===== config.mk =====
export PLATFORM = sky130hd
export DESIGN_NAME = cp0_exc_ctrl_flat
export DESIGN_NICKNAME = d
export VERILOG_FILES = /design/src/rtl/cp0_exc_ctrl_if.sv /design/src/rtl/cp0_exc_ctrl.sv /design/src/flat_wrapper.sv
export SDC_FILE = /design/constraint.sdc
export NUM_CORES = 1
export LEC_CHECK = 0
export BUFFER_PORTS_ARGS = -buffer_cell sky130_fd_sc_hd__buf_4
export CELL_PAD_IN_SITES_DETAIL_PLACEMENT = 1
export CELL_PAD_IN_SITES_GLOBAL_PLACEMENT = 1
export CORE_MARGIN = 2
export CORE_UTILIZATION = 16
export DETAILED_ROUTE_END_ITERATION = 8
export PLACE_DENSITY_LB_ADDON = 0.1
export SETUP_SLACK_MARGIN = 0.2
export SLEW_MARGIN = 15
export SYNTH_ARGS = -nofsm -noshare
export SYNTH_HDL_FRONTEND = slang
export SYNTH_SLANG_ARGS = --single-unit

===== constraint.sdc =====
create_clock -name clk -period 2 [get_ports clk]
set_input_delay 0.4 -clock clk [delete_from_list [all_inputs] [get_ports clk]]
set_output_delay 0.4 -clock clk [all_outputs]
set_load 0.01 [all_outputs]

===== src/rtl/cp0_exc_ctrl_if.sv =====
// Bundle of M-stage, CP0 and redirect signals shared by the exception
// sequencer (master) and the pipeline/CP0 side (slave).
interface cp0_exc_ctrl_if;
    // M-stage / CP0 state inputs to the sequencer
    logic [31:0] sr;
    logic [31:0] epc;
    logic [31:0] pc_m;
    logic        valid_m;
    logic        stall_m;
    logic        bd_m;
    logic        exc_valid_m;
    logic [4:0]  exc_code_m;
    logic        eret_m;
    // CP0 write-side outputs
    logic        cp0_we1;
    logic        cp0_we2;
    logic [4:0]  cp0_ex;
    logic        cp0_bd;
    logic [31:0] cp0_epc_in;
    logic [5:0]  cp0_hwint;
    // pipeline control outputs
    logic        flush;
    logic        redirect_valid;
    logic [31:0] redirect_pc;

    modport master (
        input  sr, epc, pc_m, valid_m, stall_m, bd_m, exc_valid_m, exc_code_m, eret_m,
        output cp0_we1, cp0_we2, cp0_ex, cp0_bd, cp0_epc_in, cp0_hwint,
        output flush, redirect_valid, redirect_pc
    );

    modport slave (
        output sr, epc, pc_m, valid_m, stall_m, bd_m, exc_valid_m, exc_code_m, eret_m,
        input  cp0_we1, cp0_we2, cp0_ex, cp0_bd, cp0_epc_in, cp0_hwint,
        input  flush, redirect_valid, redirect_pc
    );
endinterface


===== src/rtl/cp0_exc_ctrl.sv =====
// CP0 exception/interrupt sequencer. Watches the M-stage instruction, SR and
// synchronized device interrupts; issues the CP0 entry (we1) and eret (we2)
// strobes, redirects the PC and flushes the pipeline. The FSM rather than
// SR.EXL blocks re-entry, so the cycle before the EXL write lands is covered.
module cp0_exc_ctrl #(
    parameter logic [31:0] HANDLER_ADDR = 32'h0000_4180,
    parameter int          SYNC_STAGES  = 2              // 1..3
) (
    input  logic                  clk,
    input  logic                  reset,
    input  logic [5:0]            hwint_raw,
    cp0_exc_ctrl_if.master        bus,
    output logic                  double_fault
);

    typedef enum logic [1:0] {
        S_IDLE    = 2'd0,
        S_HANDLER = 2'd1,
        S_RETURN  = 2'd2
    } state_t;

    state_t state_q, state_d;
    logic   double_fault_q, double_fault_d;
    logic [SYNC_STAGES-1:0][5:0] sync_q, sync_d;

    logic int_req, exc_req, take, do_eret;

    // interrupt synchronizer: stage 0 samples the raw lines, each stage shifts up
    always_comb begin
        sync_d    = sync_q;
        sync_d[0] = hwint_raw;
        for (int i = 1; i < SYNC_STAGES; i++) begin
            sync_d[i] = sync_q[i-1];
        end
    end

    // synchronizer flops
    always_ff @(posedge clk) begin
        if (reset) sync_q <= '0;
        else       sync_q <= sync_d;
    end

    assign bus.cp0_hwint = sync_q[SYNC_STAGES-1];

    // request qualification, next state and strobe generation
    always_comb begin
        state_d            = state_q;
        bus.cp0_we1        = 1'b0;
        bus.cp0_we2        = 1'b0;
        bus.cp0_ex         = 5'd0;
        bus.cp0_bd         = 1'b0;
        bus.cp0_epc_in     = bus.pc_m;
        bus.flush          = 1'b0;
        bus.redirect_valid = 1'b0;
        bus.redirect_pc    = 32'd0;

        int_req = (state_q == S_IDLE) & bus.sr[0] & ~bus.sr[1]
                & (|(sync_q[SYNC_STAGES-1] & bus.sr[15:10]));
        exc_req = (state_q == S_IDLE) & bus.exc_valid_m;
        // a request blocked by a bubble or stall simply re-evaluates next cycle
        take    = (int_req | exc_req) & bus.valid_m & ~bus.stall_m & ~reset;
        do_eret = (state_q == S_HANDLER) & bus.eret_m & bus.valid_m
                & ~bus.stall_m & ~reset;

        unique case (state_q)
            S_IDLE: begin
                if (take) begin
                    bus.cp0_we1        = 1'b1;
                    // interrupt wins over a same-cycle exception
                    bus.cp0_ex         = int_req ? 5'd0 : bus.exc_code_m;
                    bus.cp0_bd         = bus.bd_m;
                    bus.flush          = 1'b1;
                    bus.redirect_valid = 1'b1;
                    bus.redirect_pc    = HANDLER_ADDR;
                    state_d            = S_HANDLER;
                end
            end
            S_HANDLER: begin
                if (do_eret) begin
                    bus.cp0_we2        = 1'b1;
                    bus.flush          = 1'b1;
                    bus.redirect_valid = 1'b1;
                    bus.redirect_pc    = bus.epc;
                    state_d            = S_RETURN;
                end
            end
            // one quiet cycle so the EXL clear reaches SR before re-arming
            S_RETURN:  state_d = S_IDLE;
            default:   state_d = S_IDLE;
        endcase

        if (reset) state_d = S_IDLE;
    end

    // sticky double-fault: an exception arriving while already in the handler
    always_comb begin
        double_fault_d = double_fault_q
                       | ((state_q == S_HANDLER) & bus.exc_valid_m & bus.valid_m);
        if (reset) double_fault_d = 1'b0;
    end

    // state and flag registers
    always_ff @(posedge clk) begin
        if (reset) begin
            state_q        <= S_IDLE;
            double_fault_q <= 1'b0;
        end else begin
            state_q        <= state_d;
            double_fault_q <= double_fault_d;
        end
    end

    assign double_fault = double_fault_q;

endmodule


===== src/flat_wrapper.sv =====
// flat-port wrapper written by rule: the top's interface ports become plain ports
module cp0_exc_ctrl_flat 
#(
    parameter logic [31:0] HANDLER_ADDR = 32'h0000_4180,
    parameter int          SYNC_STAGES  = 2                     
)
  (clk, reset, hwint_raw, double_fault, bus_sr, bus_epc, bus_pc_m, bus_valid_m, bus_stall_m, bus_bd_m, bus_exc_valid_m, bus_exc_code_m, bus_eret_m, bus_cp0_we1, bus_cp0_we2, bus_cp0_ex, bus_cp0_bd, bus_cp0_epc_in, bus_cp0_hwint, bus_flush, bus_redirect_valid, bus_redirect_pc);
  cp0_exc_ctrl_if bus_i ();
  input  logic clk;
  input  logic reset;
  input  logic [5:0] hwint_raw;
  output logic double_fault;
  input wire logic [$bits(bus_i.sr)-1:0] bus_sr;
  input wire logic [$bits(bus_i.epc)-1:0] bus_epc;
  input wire logic [$bits(bus_i.pc_m)-1:0] bus_pc_m;
  input wire logic [$bits(bus_i.valid_m)-1:0] bus_valid_m;
  input wire logic [$bits(bus_i.stall_m)-1:0] bus_stall_m;
  input wire logic [$bits(bus_i.bd_m)-1:0] bus_bd_m;
  input wire logic [$bits(bus_i.exc_valid_m)-1:0] bus_exc_valid_m;
  input wire logic [$bits(bus_i.exc_code_m)-1:0] bus_exc_code_m;
  input wire logic [$bits(bus_i.eret_m)-1:0] bus_eret_m;
  output wire logic [$bits(bus_i.cp0_we1)-1:0] bus_cp0_we1;
  output wire logic [$bits(bus_i.cp0_we2)-1:0] bus_cp0_we2;
  output wire logic [$bits(bus_i.cp0_ex)-1:0] bus_cp0_ex;
  output wire logic [$bits(bus_i.cp0_bd)-1:0] bus_cp0_bd;
  output wire logic [$bits(bus_i.cp0_epc_in)-1:0] bus_cp0_epc_in;
  output wire logic [$bits(bus_i.cp0_hwint)-1:0] bus_cp0_hwint;
  output wire logic [$bits(bus_i.flush)-1:0] bus_flush;
  output wire logic [$bits(bus_i.redirect_valid)-1:0] bus_redirect_valid;
  output wire logic [$bits(bus_i.redirect_pc)-1:0] bus_redirect_pc;
  assign bus_i.sr = bus_sr;
  assign bus_i.epc = bus_epc;
  assign bus_i.pc_m = bus_pc_m;
  assign bus_i.valid_m = bus_valid_m;
  assign bus_i.stall_m = bus_stall_m;
  assign bus_i.bd_m = bus_bd_m;
  assign bus_i.exc_valid_m = bus_exc_valid_m;
  assign bus_i.exc_code_m = bus_exc_code_m;
  assign bus_i.eret_m = bus_eret_m;
  assign bus_cp0_we1 = bus_i.cp0_we1;
  assign bus_cp0_we2 = bus_i.cp0_we2;
  assign bus_cp0_ex = bus_i.cp0_ex;
  assign bus_cp0_bd = bus_i.cp0_bd;
  assign bus_cp0_epc_in = bus_i.cp0_epc_in;
  assign bus_cp0_hwint = bus_i.cp0_hwint;
  assign bus_flush = bus_i.flush;
  assign bus_redirect_valid = bus_i.redirect_valid;
  assign bus_redirect_pc = bus_i.redirect_pc;
  cp0_exc_ctrl #(.HANDLER_ADDR(HANDLER_ADDR), .SYNC_STAGES(SYNC_STAGES)) u_core (.clk(clk), .reset(reset), .hwint_raw(hwint_raw), .bus(bus_i), .double_fault(double_fault));
endmodule

==> impl_metrics.env <==
export IMPL_status="finished, final reports clean"
export IMPL_grt_max_degree=32
export IMPL_hp_start="hwint_raw[1]"
export IMPL_layout_commonest_cell="buf_4"
export IMPL_numClockSinks=15
export IMPL_globalplace_congestion=0.714
export IMPL_synth_top_family_by_area="simple AND/OR/NAND/NOR gates"
export IMPL_p_leak_nw=1.05
export IMPL_yosysSeqAreaShare_pct=25.7
export IMPL_placed_area_um2=1830
export IMPL_p_per_area_nw_per_um2=337
export IMPL_num_vias=1229
export IMPL_ys_top_cells_by_area="dfxtp_1 26%, buf_4 22%, and3_1 16%"
export IMPL_final_area_um2=2320
export IMPL_grt_pass1_wl_um=5940
export IMPL_synth_main_ff_cell="dfxtp_1"
export IMPL_syn_cell_area_um2=1170
export IMPL_setup_viol=0
export IMPL_crit_start="u_core.state_q[0]$_SDFFE_PP0P_"
export IMPL_synth_edf_count=0
export IMPL_fp_dieH_um=89.5
export IMPL_final_cell_mix="83 x buf_4, 33 x buf_6, 29 x and3_4, 12 x nor2b_1, 11 x dfxtp_1"
export IMPL_cts_root_buf="clkbuf_8"
export IMPL_drive_above_1_share_pct=82.4
export IMPL_boundaryPins=195
export IMPL_async_flop_share_pct=0
export IMPL_syn_nets=241
export IMPL_postRouteAntennaNets=0
export IMPL_fin_total_pwr_mw=0.781
export IMPL_synth_seq_cells=15
export IMPL_yosysTopAreaCell="dfxtp_1"
export IMPL_viasPerCell=3.98
export IMPL_worst_setup_path_start_kind="flop"
export IMPL_clk_latency_ns=0.24
export IMPL_vdd_ir_drop_max_uv=143
export IMPL_cts_tree="done"
export IMPL_fin_nets=325
export IMPL_grt_pass1_vias=1234
export IMPL_cts_max_path_buffers=2
export IMPL_area_growth_pct=98.2
export IMPL_dieWidth_um=89.5
export IMPL_core_um2=7180
export IMPL_tightest_slew_ns=0.326
export IMPL_cp_required_ns=1.60
export IMPL_fin_skew_ns=0.00284
export IMPL_htreeDepth=1
export IMPL_clkTransAtPathRegs_ns=0.06
export IMPL_post_route_min_period_ns=1.94
export IMPL_track_usage_pct=9.55
export IMPL_synth_cells=127
export IMPL_drv_slew=0
export IMPL_synth_simple_gate_area_share_pct=39.7
export IMPL_relSlewSlack_pct=78.1
export IMPL_syn_avg_cell_area_um2=9.21
export IMPL_dpl_hpwl_um=3550
export IMPL_setup_ws_ns=0.0597
export IMPL_final_instance_count_excl_fill=309
export IMPL_synthAdderAreaFrac_pct=0
export IMPL_worstSetupPathType="flop to output port"
export IMPL_synth_compound_area_share_pct=9.63
export IMPL_dr_pass1_iters=2
export IMPL_synth_distinct_cells=24
export IMPL_rsz0062_at_grt="yes"
export IMPL_synth_xor_area_share_pct=0
export IMPL_drc=0
export IMPL_path_max_fanout=7
export IMPL_start_util_pct=16.3
export IMPL_wirelength_um=4680
export IMPL_placement_io_buffers=106
export IMPL_drt_iter0_drc=8
export IMPL_max_freq_mhz=515
export IMPL_yosys_warnings=0
export IMPL_maxCapViolCount=0
export IMPL_row_count=31
export IMPL_period_share_pct=97.0
export IMPL_whs_ns=0.369
export IMPL_grt_overflow_total=0
export IMPL_min_delay_path_class="input pin to flop"
export IMPL_r2r_start="u_core.state_q[0]$_SDFFE_PP0P_"
export IMPL_placedCellCount=295
export IMPL_worst_setup_path_end_kind="output port"
export IMPL_numCtsBuffers=3
export IMPL_place_ws_ns=0.102
export IMPL_final_hold_viol_count=0
export IMPL_antenna_found_initial=0
export IMPL_fp_dieArea_um2=8010
export IMPL_synth_top_area_share_pct=25.7
export IMPL_cp_arrival_ns=1.54
export IMPL_synthMuxAreaShare_pct=0
export IMPL_antenna_cells=0
export IMPL_wire_per_inst_um=15.2
registers in the layout (all words and copies together) (netlist names):
signal                cells
u_core.bus.cp0_hwint      6
u_core.state_q            2
u_core.sync_d             6
u_core.double_fault       1
cell type report:
| cell class | instances | area, µm² |
|---|---|---|
| flip-flops and latches | 15 | 308 |
| multi-input cells | 69 | 754 |
| clock buffers | 4 | 45.0 |
| well taps | 99 | 124 |
| inverters | 2 | 7.51 |
| repair buffers | 120 | 1080 |
| fillers | 824 | 4860 |
report_power, final:
group,internal (mW),switching [mW]
clock network,0.141,0.0966
logic,0.142,0.0814
registers,0.312,0.00833
cell families (layout without fill, tap and decap cells):
logic type | count (synthesis) | count (layout)
AOI/OAI and AO/OA | 11 | 11
DFF | 15 | 15
and+or+nand+nor | 58 | 58
buffers and inverters | 43 | 126
synthesized netlist by cell type, types with 2 or more instances:
cell type,number
clkbuf_1,4
buf_2,3
o2bb2ai_1,3
and3_1,29
a22o_1,2
inv_1,2
nor4b_4,2
buf_4,34
nor2b_1,12
nor2_1,2
nor3b_2,6
and2_1,2
dfxtp_1,15
layer usage:
| metal | global-route usage, % | share of wire [%] |
|---|---|---|
| met5 | 0 | 0 |
| met2 | 18.9 | 54 |
| met3 | 2.40 | 9.9 |
| met4 | 4.07 | 2.2 |
| met1 | 9.24 | 34 |
worst max-delay path, cell delays in order, from the launching register on:
cell	delay, ns
dfxtp_4	0.37
nor4b_4	0.30
buf_4	0.17
o211ai_4	0.11
o21bai_1	0.20
buf_4	0.15
repair_timing:
item | 4_1_cts | 5_1_grt
buffers inserted | 3 | 4
setup endpoints to repair | 41 | 41
hold buffers | 0 | 0
pin swaps | 11 | 33
gates cloned | 0 | 3
hold endpoints to repair | 0 | 0
resized for setup | 10 | 65
per-stage QoR:
| stage | utilization [%] | TNS, ns |
|---|---|---|
| 2_1_floorplan | - | 0 |
| 3_3_place_gp | 25.6 | 0 |
| 3_5_place_dp | 25.6 | 0 |
| 4_1_cts | 27.1 | 0 |
| 5_1_grt | 32.3 | -0.0768 |
| 6_report | 32.3 | 0 |
final timing paths:
kind	slack, ns	to	depth (start not counted)
hold / removal	0.37	u_core.sync_d[7]$_SDFF_PP0_	2
setup reg to reg	0.71	u_core.state_q[0]$_SDFFE_PP0P_	5
setup / recovery	0.06	bus_flush	5
hold reg to reg	0.44	u_core.bus.cp0_hwint[0]$_SDFF_PP0_	1
(Power assumes the default switching activity.)
